--- src/rtl/spi_reg_pkg.sv ---
// Shared constants and types for the SPI register-bank slave.
// Header layout is {rw, addr}, MSB first.
package spi_reg_pkg;

    typedef enum logic [1:0] {
        ST_IDLE = 2'd0,
        ST_HDR  = 2'd1,
        ST_DATA = 2'd2
    } state_t;

    localparam logic RW_READ  = 1'b1;
    localparam logic RW_WRITE = 1'b0;

    function automatic int hdr_width(input int addr_w);
        return 1 + addr_w;
    endfunction

endpackage

--- src/rtl/spi_sync_edge.sv ---
// Synchronises SCK/CS/MOSI into the system clock domain and
// produces registered single-cycle edge pulses plus aligned MOSI.
module spi_sync_edge #(
    parameter int SYNC_STAGES = 2
) (
    input  logic i_clk,
    input  logic i_rst_n,
    input  logic i_sck,
    input  logic i_cs_n,
    input  logic i_mosi,
    output logic o_sck_rise,
    output logic o_sck_fall,
    output logic o_cs_fall,
    output logic o_cs_rise,
    output logic o_mosi
);

    logic [SYNC_STAGES-1:0] r_sck_sh;
    logic [SYNC_STAGES-1:0] r_cs_sh;
    logic [SYNC_STAGES-1:0] r_mosi_sh;
    logic                   r_sck_d;
    logic                   r_cs_d;
    logic                   r_sck_rise;
    logic                   r_sck_fall;
    logic                   r_cs_fall;
    logic                   r_cs_rise;
    logic                   r_mosi;
    logic                   w_sck;
    logic                   w_cs;

    assign w_sck = r_sck_sh[SYNC_STAGES-1];
    assign w_cs  = r_cs_sh[SYNC_STAGES-1];

    // CS resets to the deasserted level so reset never looks like a frame start
    always_ff @(posedge i_clk) begin
        if (!i_rst_n) begin
            r_sck_sh   <= '0;
            r_cs_sh    <= '1;
            r_mosi_sh  <= '0;
            r_sck_d    <= 1'b0;
            r_cs_d     <= 1'b1;
            r_sck_rise <= 1'b0;
            r_sck_fall <= 1'b0;
            r_cs_fall  <= 1'b0;
            r_cs_rise  <= 1'b0;
            r_mosi     <= 1'b0;
        end else begin
            r_sck_sh   <= {r_sck_sh[SYNC_STAGES-2:0], i_sck};
            r_cs_sh    <= {r_cs_sh[SYNC_STAGES-2:0], i_cs_n};
            r_mosi_sh  <= {r_mosi_sh[SYNC_STAGES-2:0], i_mosi};
            r_sck_d    <= w_sck;
            r_cs_d     <= w_cs;
            r_sck_rise <= w_sck & ~r_sck_d;
            r_sck_fall <= ~w_sck & r_sck_d;
            r_cs_fall  <= ~w_cs & r_cs_d;
            r_cs_rise  <= w_cs & ~r_cs_d;
            r_mosi     <= r_mosi_sh[SYNC_STAGES-1];
        end
    end

    assign o_sck_rise = r_sck_rise;
    assign o_sck_fall = r_sck_fall;
    assign o_cs_fall  = r_cs_fall;
    assign o_cs_rise  = r_cs_rise;
    assign o_mosi     = r_mosi;

endmodule

--- src/rtl/spi_reg_bank_slave.sv ---
// Oversampled SPI mode-0 register slave with burst transfers,
// address auto-increment, clear-on-read strobe and framing errors.
module spi_reg_bank_slave
    import spi_reg_pkg::*;
#(
    parameter int DWIDTH      = 16,
    parameter int ADDR_W      = 7,
    parameter int REG_COUNT   = 16,
    parameter int RD_OFFSET   = 64,
    parameter int AUTO_INC    = 1,
    parameter int SYNC_STAGES = 2
) (
    input  logic                          p_in_clk,
    input  logic                          p_in_rst_n,
    input  logic                          p_in_spi_cs_n,
    input  logic                          p_in_spi_clk,
    input  logic                          p_in_spi_mosi,
    output logic                          p_out_spi_miso,
    input  logic [REG_COUNT*DWIDTH-1:0]   p_in_reg_rd_data,
    output logic [ADDR_W-1:0]             p_out_reg_wr_addr,
    output logic [DWIDTH-1:0]             p_out_reg_wr_data,
    output logic                          p_out_reg_wr_en,
    output logic [ADDR_W-1:0]             p_out_reg_rd_addr,
    output logic                          p_out_reg_rd_stb,
    output logic                          p_out_frame_err
);

    localparam int HDR_W = hdr_width(ADDR_W);
    localparam int MAX_W = (HDR_W > DWIDTH) ? HDR_W : DWIDTH;
    localparam int CNT_W = $clog2(MAX_W + 1);

    logic              w_sck_rise;
    logic              w_sck_fall;
    logic              w_cs_fall;
    logic              w_cs_rise;
    logic              w_mosi;

    state_t            r_state;
    logic              r_armed;
    logic              r_rw;
    logic [ADDR_W-1:0] r_addr;
    logic [HDR_W-1:0]  r_hdr;
    logic [DWIDTH-1:0] r_rx;
    logic [DWIDTH-1:0] r_tx;
    logic [CNT_W-1:0]  r_bcnt;
    logic              r_miso;
    logic              r_wr_en;
    logic [ADDR_W-1:0] r_wr_addr;
    logic [DWIDTH-1:0] r_wr_data;
    logic [ADDR_W-1:0] r_rd_addr;
    logic              r_rd_stb;
    logic              r_frame_err;

    logic [HDR_W-1:0]  w_hdr_nxt;
    logic [ADDR_W-1:0] w_hdr_addr;
    logic              w_hdr_rw;
    logic [DWIDTH-1:0] w_rx_nxt;
    logic [DWIDTH-1:0] w_tx_shl;
    logic [ADDR_W-1:0] w_addr_nxt;
    logic [ADDR_W-1:0] w_ld_addr;
    logic [DWIDTH-1:0] w_ld_word;
    logic              w_ld_hit;
    logic              w_hdr_done;
    logic              w_word_done;
    logic              w_pend;

    spi_sync_edge #(
        .SYNC_STAGES (SYNC_STAGES)
    ) u_sync (
        .i_clk      (p_in_clk),
        .i_rst_n    (p_in_rst_n),
        .i_sck      (p_in_spi_clk),
        .i_cs_n     (p_in_spi_cs_n),
        .i_mosi     (p_in_spi_mosi),
        .o_sck_rise (w_sck_rise),
        .o_sck_fall (w_sck_fall),
        .o_cs_fall  (w_cs_fall),
        .o_cs_rise  (w_cs_rise),
        .o_mosi     (w_mosi)
    );

    assign w_hdr_nxt  = (r_hdr << 1) | HDR_W'(w_mosi);
    assign w_hdr_addr = w_hdr_nxt[ADDR_W-1:0];
    assign w_hdr_rw   = w_hdr_nxt[HDR_W-1];
    assign w_rx_nxt   = (r_rx << 1) | DWIDTH'(w_mosi);
    assign w_tx_shl   = r_tx << 1;
    assign w_addr_nxt = (AUTO_INC != 0) ? r_addr + ADDR_W'(1) : r_addr;

    assign w_hdr_done  = (r_state == ST_HDR) && w_sck_rise &&
                         (r_bcnt == CNT_W'(HDR_W - 1));
    assign w_word_done = (r_state == ST_DATA) && w_sck_rise &&
                         (r_bcnt == CNT_W'(DWIDTH - 1));

    // First read word comes from the header address, later ones from the next address
    assign w_ld_addr = (r_state == ST_HDR) ? w_hdr_addr : w_addr_nxt;

    always_comb begin
        w_ld_hit  = 1'b0;
        w_ld_word = '0;
        for (int i = 0; i < REG_COUNT; i++) begin
            if (32'(w_ld_addr) == 32'(RD_OFFSET + i)) begin
                w_ld_hit  = 1'b1;
                w_ld_word = p_in_reg_rd_data[i*DWIDTH +: DWIDTH];
            end
        end
    end

    // A coincident last-bit SCK rise completes the frame before CS closes it
    always_comb begin
        w_pend = 1'b0;
        if (r_state == ST_HDR) begin
            w_pend = !w_hdr_done;
        end else if (r_state == ST_DATA) begin
            w_pend = w_sck_rise ? !w_word_done : (r_bcnt != '0);
        end
    end

    always_ff @(posedge p_in_clk) begin
        if (!p_in_rst_n) begin
            r_state     <= ST_IDLE;
            r_armed     <= 1'b0;
            r_rw        <= RW_WRITE;
            r_addr      <= '0;
            r_hdr       <= '0;
            r_rx        <= '0;
            r_tx        <= '0;
            r_bcnt      <= '0;
            r_miso      <= 1'b1;
            r_wr_en     <= 1'b0;
            r_wr_addr   <= '0;
            r_wr_data   <= '0;
            r_rd_addr   <= '0;
            r_rd_stb    <= 1'b0;
            r_frame_err <= 1'b0;
        end else begin
            r_wr_en     <= 1'b0;
            r_rd_stb    <= 1'b0;
            r_frame_err <= 1'b0;
            unique case (r_state)
                ST_IDLE: begin
                    r_miso <= 1'b1;
                    r_bcnt <= '0;
                    if (w_cs_fall && r_armed) begin
                        r_state <= ST_HDR;
                    end
                end
                ST_HDR: begin
                    if (w_sck_rise) begin
                        r_hdr  <= w_hdr_nxt;
                        r_bcnt <= r_bcnt + 1'b1;
                        if (w_hdr_done) begin
                            r_bcnt  <= '0;
                            r_rw    <= w_hdr_rw;
                            r_addr  <= w_hdr_addr;
                            r_state <= ST_DATA;
                            if (w_hdr_rw == RW_READ) begin
                                r_tx      <= w_ld_word;
                                r_miso    <= w_ld_word[DWIDTH-1];
                                r_rd_stb  <= w_ld_hit;
                                r_rd_addr <= w_ld_addr;
                            end
                        end
                    end
                end
                ST_DATA: begin
                    if (w_sck_rise) begin
                        r_rx   <= w_rx_nxt;
                        r_bcnt <= r_bcnt + 1'b1;
                        if (w_word_done) begin
                            r_bcnt <= '0;
                            r_addr <= w_addr_nxt;
                            if (r_rw == RW_WRITE) begin
                                r_wr_en   <= 1'b1;
                                r_wr_addr <= r_addr;
                                r_wr_data <= w_rx_nxt;
                            end else begin
                                r_tx      <= w_ld_word;
                                r_miso    <= w_ld_word[DWIDTH-1];
                                r_rd_stb  <= w_ld_hit;
                                r_rd_addr <= w_ld_addr;
                            end
                        end
                    end else if (w_sck_fall && (r_rw == RW_READ) &&
                                 (r_bcnt != '0)) begin
                        // The fall right after a load keeps the MSB on the line
                        r_tx   <= w_tx_shl;
                        r_miso <= w_tx_shl[DWIDTH-1];
                    end
                end
                default: begin
                    r_state <= ST_IDLE;
                end
            endcase
            if (w_cs_rise) begin
                r_armed     <= 1'b1;
                r_state     <= ST_IDLE;
                r_miso      <= 1'b1;
                r_frame_err <= w_pend;
            end
        end
    end

    assign p_out_spi_miso    = r_miso;
    assign p_out_reg_wr_addr = r_wr_addr;
    assign p_out_reg_wr_data = r_wr_data;
    assign p_out_reg_wr_en   = r_wr_en;
    assign p_out_reg_rd_addr = r_rd_addr;
    assign p_out_reg_rd_stb  = r_rd_stb;
    assign p_out_frame_err   = r_frame_err;

endmodule

--- config.mk ---
export PLATFORM = sky130hd
export DESIGN_NAME = spi_reg_bank_slave
export DESIGN_NICKNAME = d
export VERILOG_FILES = /design/src/rtl/spi_reg_pkg.sv /design/src/rtl/spi_sync_edge.sv /design/src/rtl/spi_reg_bank_slave.sv
export SDC_FILE = /design/constraint.sdc
export NUM_CORES = 1
export LEC_CHECK = 0
export CAP_MARGIN = 20
export CORE_MARGIN = 2
export CORE_UTILIZATION = 47
export DETAILED_ROUTE_END_ITERATION = 10
export PLACE_DENSITY_LB_ADDON = 0.05
export SYNTH_ARGS = -nofsm -noshare
export SYNTH_HDL_FRONTEND = slang
export SYNTH_SLANG_ARGS = --single-unit
--- constraint.sdc ---
create_clock -name p_in_clk -period 6.16 [get_ports p_in_clk]
set_input_delay 1.232 -clock p_in_clk [delete_from_list [all_inputs] [get_ports p_in_clk]]
set_output_delay 1.232 -clock p_in_clk [all_outputs]
set_load 0.01 [all_outputs]
==> PnR_summary.wiki <==
{| class="wikitable"
! Metric !! Value
|-
| Via count of the first global-routing pass || 8053
|-
| Count of cells along the worst register-to-register path || 9
|-
| Placed wire-length estimate after detailed placement || 23800 um
|-
| Sinks on Clock Net || 100
|-
| Portion of the clock cycle consumed by the worst path in the final layout || 0.642
|-
| Slew at the pin closest to its max-slew limit || 955 ps
|-
| Final wirelength || 31800 um
|-
| Total power consumption of the routed design || 2.04 mW
|-
| Final Skew || 8.40 ps
|-
| Total of flip-flops plus latches after synthesis || 100
|-
| Core Area || 0.0145 sq mm
|-
| IO Count || 295
|-
| Int Pwr || 1.31 mW
|-
| Post-route worst setup slack || 2200 ps
|-
| Cell area power density || 200 mW/mm^2
|-
| Fraction of layout instances using a drive strength above 1 || 0.0516
|-
| Post-detailed-route wirelength per cell || 22.5 um
|-
| Startpoint types || flop
|-
| DIE AREA || 0.0158 sq mm
|-
| Layout net count || 1487
|-
| Number of antenna violations at the first check in global routing || 6
|-
| CTS H-Tree Depth || 3
|-
| Initial DRC Count || 1146
|-
| Worst min-delay path startpoint || u_sync.r_sck_d
|-
| Endpoint arrival time on the critical path || 4180 ps
|-
| R2R setup slack || 2200 ps
|-
| Row count || 44
|-
| Most area-consuming cells after synthesis || sky130_fd_sc_hd__dfxtp_1, sky130_fd_sc_hd__nand2_1, sky130_fd_sc_hd__a21oi_1
|-
| Ys async rst share || 0
|-
| Sw frac || 0.356
|-
| Synth-to-layout area growth || 46.5%
|-
| Die width || 126 um
|-
| Count of antenna-violating nets left after detailed routing || 0
|-
| Count of flip-flops with a built-in enable after synthesis || 0
|-
| Tmin final || 3960 ps
|-
| Relative contribution of the clock network to total power || 0.266
|-
| Net switching power of the design || 0.724 mW
|-
| Portion of total power attributed to combinational logic || 0.394
|-
| Synthesized area || 0.00696 sq mm
|-
| Setup Fix Bufs, Post-CTS || 0
|-
| Most numerous cell types in the synthesized netlist || sky130_fd_sc_hd__nand2_1, sky130_fd_sc_hd__a21oi_1, sky130_fd_sc_hd__dfxtp_1
|-
| Final standard cell area without fillers || 0.0102 sq mm
|-
| Path type of the worst setup path || reg2reg
|-
| Critical path required time || 6380 ps
|-
| Area fraction of the dominant cell type after synthesis || 0.288
|-
| Dominant cell by count in the synthesized netlist || sky130_fd_sc_hd__nand2_1
|-
| Largest net degree at the start of global routing || 73
|-
| Cells on Worst Hold Path || 1
|-
| Final hold viol count || 0
|-
| Largest area contributor in the synthesized netlist || sky130_fd_sc_hd__dfxtp_1
|-
| Leading register cell type out of synthesis || sky130_fd_sc_hd__dfxtp_1
|-
| DR DRC count || 0
|-
| Highest clock rate || 0.253 GHz
|-
| Final core occ || 0.704
|-
| First drt pass iteration count || 6
|-
| Num CTS Buffers || 9
|-
| Slew Limit Headroom || 0.360
|-
| Share of the yosys chip area belonging to registers || 0.288
|-
| Final setup viols || 0
|-
| Post-Synthesis Cells || 975
|-
| Summed negative setup slack over all endpoints || 0 ps
|-
| FF-to-FF Start || r_state[1]
|-
| Cell chosen for the clock root || sky130_fd_sc_hd__clkbuf_16
|-
| Vias per inst || 6.19
|-
| Distinct cell type count after synthesis || 86
|-
| Class of the most critical hold timing path || reg2reg
|-
| # Max-Cap Violations || 0
|-
| Status || finished clean
|-
| Sequential Power Share || 0.340
|-
| Number of buffers added to fix hold violations after cts || 0
|-
| Max FO, Critical Path || 36
|-
| Total count of max-transition violations in the final report || 0
|-
| Overall overflow remaining after global route || 0
|-
| Yosys warning total || 0
|-
| Area post-placement || 0.00991 sq mm
|-
| Number of buffers on the longest clock path || 2
|-
| RSZ-0062 raised after global routing || no
|-
| Mean instance size in the synthesized netlist || 7.14 sq um
|-
| Crit. End Element || flop
|-
| Worst supply voltage drop on vdd || 0.205 mV
|-
| Chip Height || 126 um
|-
| Buffers on Ports || 294
|-
| Post-cts gate resize count || 0
|-
| Vias || 8737
|-
| GPL Wtd Cong || 1.02
|-
| First-pass GRT wire length || 47000 um
|-
| R2R Path End || r_tx[6]
|-
| Worst-skew pair later-pin latency || 350 ps
|-
| Initial Utilization || 0.481
|-
| Net count of the mapped netlist || 1245
|-
| Worst Hold Path EP || u_sync.o_sck_rise
|-
| Worst slack at placement || 2420 ps
|-
| Clk pin slew, worst setup/hold paths || 70 ps
|-
| TritonCTS clock tree || yes
|-
| Lkg Pwr || 3.57 nW
|-
| GRT Util Overall || 0.381
|}
-- state kept, by name, indices dropped and copies added, names as in the netlist, 2 cells and up --
signal	count
p_out_reg_rd_addr	7
p_out_reg_wr_addr	7
p_out_reg_wr_data	16
r_addr	7
r_bcnt	5
r_hdr	7
r_rx	15
r_state	2
r_tx	15
u_sync.r_cs_sh	2
u_sync.r_mosi_sh	2
u_sync.r_sck_sh	2
-- cells in the final DEF, fill, tap and decap left out, types with 6 or more instances in the layout --
cell / count
sky130_fd_sc_hd__o22ai_1: 17
sky130_fd_sc_hd__nor2_1: 67
sky130_fd_sc_hd__ha_1: 9
sky130_fd_sc_hd__nand3_1: 38
sky130_fd_sc_hd__a21oi_1: 107
sky130_fd_sc_hd__a22oi_1: 6
sky130_fd_sc_hd__inv_1: 17
sky130_fd_sc_hd__o21ai_0: 41
sky130_fd_sc_hd__a211oi_1: 14
sky130_fd_sc_hd__a31oi_1: 20
sky130_fd_sc_hd__dfxtp_1: 100
sky130_fd_sc_hd__buf_4: 15
sky130_fd_sc_hd__o211ai_1: 8
sky130_fd_sc_hd__and2_1: 10
sky130_fd_sc_hd__nor3_1: 18
sky130_fd_sc_hd__a311oi_1: 6
sky130_fd_sc_hd__nand2b_1: 8
sky130_fd_sc_hd__nand4_1: 6
sky130_fd_sc_hd__a221oi_1: 13
sky130_fd_sc_hd__nand2_1: 211
sky130_fd_sc_hd__diode_2: 6
sky130_fd_sc_hd__o31ai_1: 6
sky130_fd_sc_hd__and3_1: 11
sky130_fd_sc_hd__o221ai_1: 8
sky130_fd_sc_hd__clkdlybuf4s50_1: 294
sky130_fd_sc_hd__nor2b_1: 8
sky130_fd_sc_hd__o21a_1: 6
sky130_fd_sc_hd__or3_1: 6
sky130_fd_sc_hd__clkbuf_16: 9
sky130_fd_sc_hd__mux2i_1: 29
-- stage by stage --
stage / hold slack, ps / std cells
floorplan: 383 / 975
global placement: 389 / 1390
detailed placement: 402 / 1390
CTS: 411 / 1405
global route: 415 / 1410
finish: 409 / 1411
-- metal layers --
| metal | up-vias | part of all wire | global-route usage | wire [um] |
|---|---|---|---|---|
| li1 | 4057 | - | - | - |
| met4 | 0 | 0.031 | 0.124 | 1000 |
| met5 | - | 0 | 0.0372 | 0 |
| met2 | 570 | 0.44 | 0.591 | 13900 |
| met3 | 71 | 0.12 | 0.119 | 3960 |
| met1 | 4039 | 0.41 | 0.504 | 12900 |
-- worst max-delay path, stage by stage (launching register included) --
cell	delay, ps
sky130_fd_sc_hd__dfxtp_1	340
sky130_fd_sc_hd__inv_1	110
sky130_fd_sc_hd__ha_1	160
sky130_fd_sc_hd__buf_4	360
sky130_fd_sc_hd__mux2_2	780
sky130_fd_sc_hd__nand2_1	550
sky130_fd_sc_hd__nor3_2	870
sky130_fd_sc_hd__nand2_1	280
sky130_fd_sc_hd__o221ai_1	260
sky130_fd_sc_hd__a31oi_1	110
-- worst max path at each step --
| stage | slack, ps | start | end | cells past startpoint |
|---|---|---|---|---|
| 2_1_floorplan | 3580 | p_in_reg_rd_data[56] | r_tx[8] | 6 |
| 3_3_place_gp | 2450 | r_state[1] | r_tx[6] | 9 |
| 3_5_place_dp | 2420 | r_state[1] | r_tx[6] | 9 |
| 4_1_cts | 2420 | r_state[1] | p_out_spi_miso | 9 |
| 5_1_grt | 2030 | r_state[1] | p_out_spi_miso | 9 |
| 6_report | 2200 | r_state[1] | r_tx[6] | 9 |
-- cells by family after synthesis --
group                      after synthesis  share of synthesized area
DFF                                    100                      0.288
xor gates and xnor gates                 5                    0.00737
muxes                                   37                     0.0582
adders and majority gates                9                     0.0162
AOI/OAI and AO/OA                      316                      0.304
buffers and inverters                   97                     0.0620
and+or+nand+nor                        411                      0.265
-- final cells by class --
| class | count | area, sq um |
|---|---|---|
| antenna | 6 | 15.0 |
| clock inverter | 3 | 21.3 |
| multi-input combinational | 778 | 4550 |
| inverter | 19 | 71.3 |
| sequential | 100 | 2000 |
| clock buffer | 12 | 256 |
| timing repair buffer | 309 | 3060 |
| fill | 1223 | 4280 |
| tap | 184 | 230 |
-- power groups by stage --
stage	clock network, mW	logic, mW	registers [mW]
6_report	0.542	0.803	0.692
5_1_grt	0.570	0.845	0.694
4_1_cts	0.548	0.778	0.690
3_5_place_dp	0	0.773	0.705
3_3_place_gp	0	0.773	0.706
2_1_floorplan	0	0.455	0.698
(Power assumes the default switching activity.)
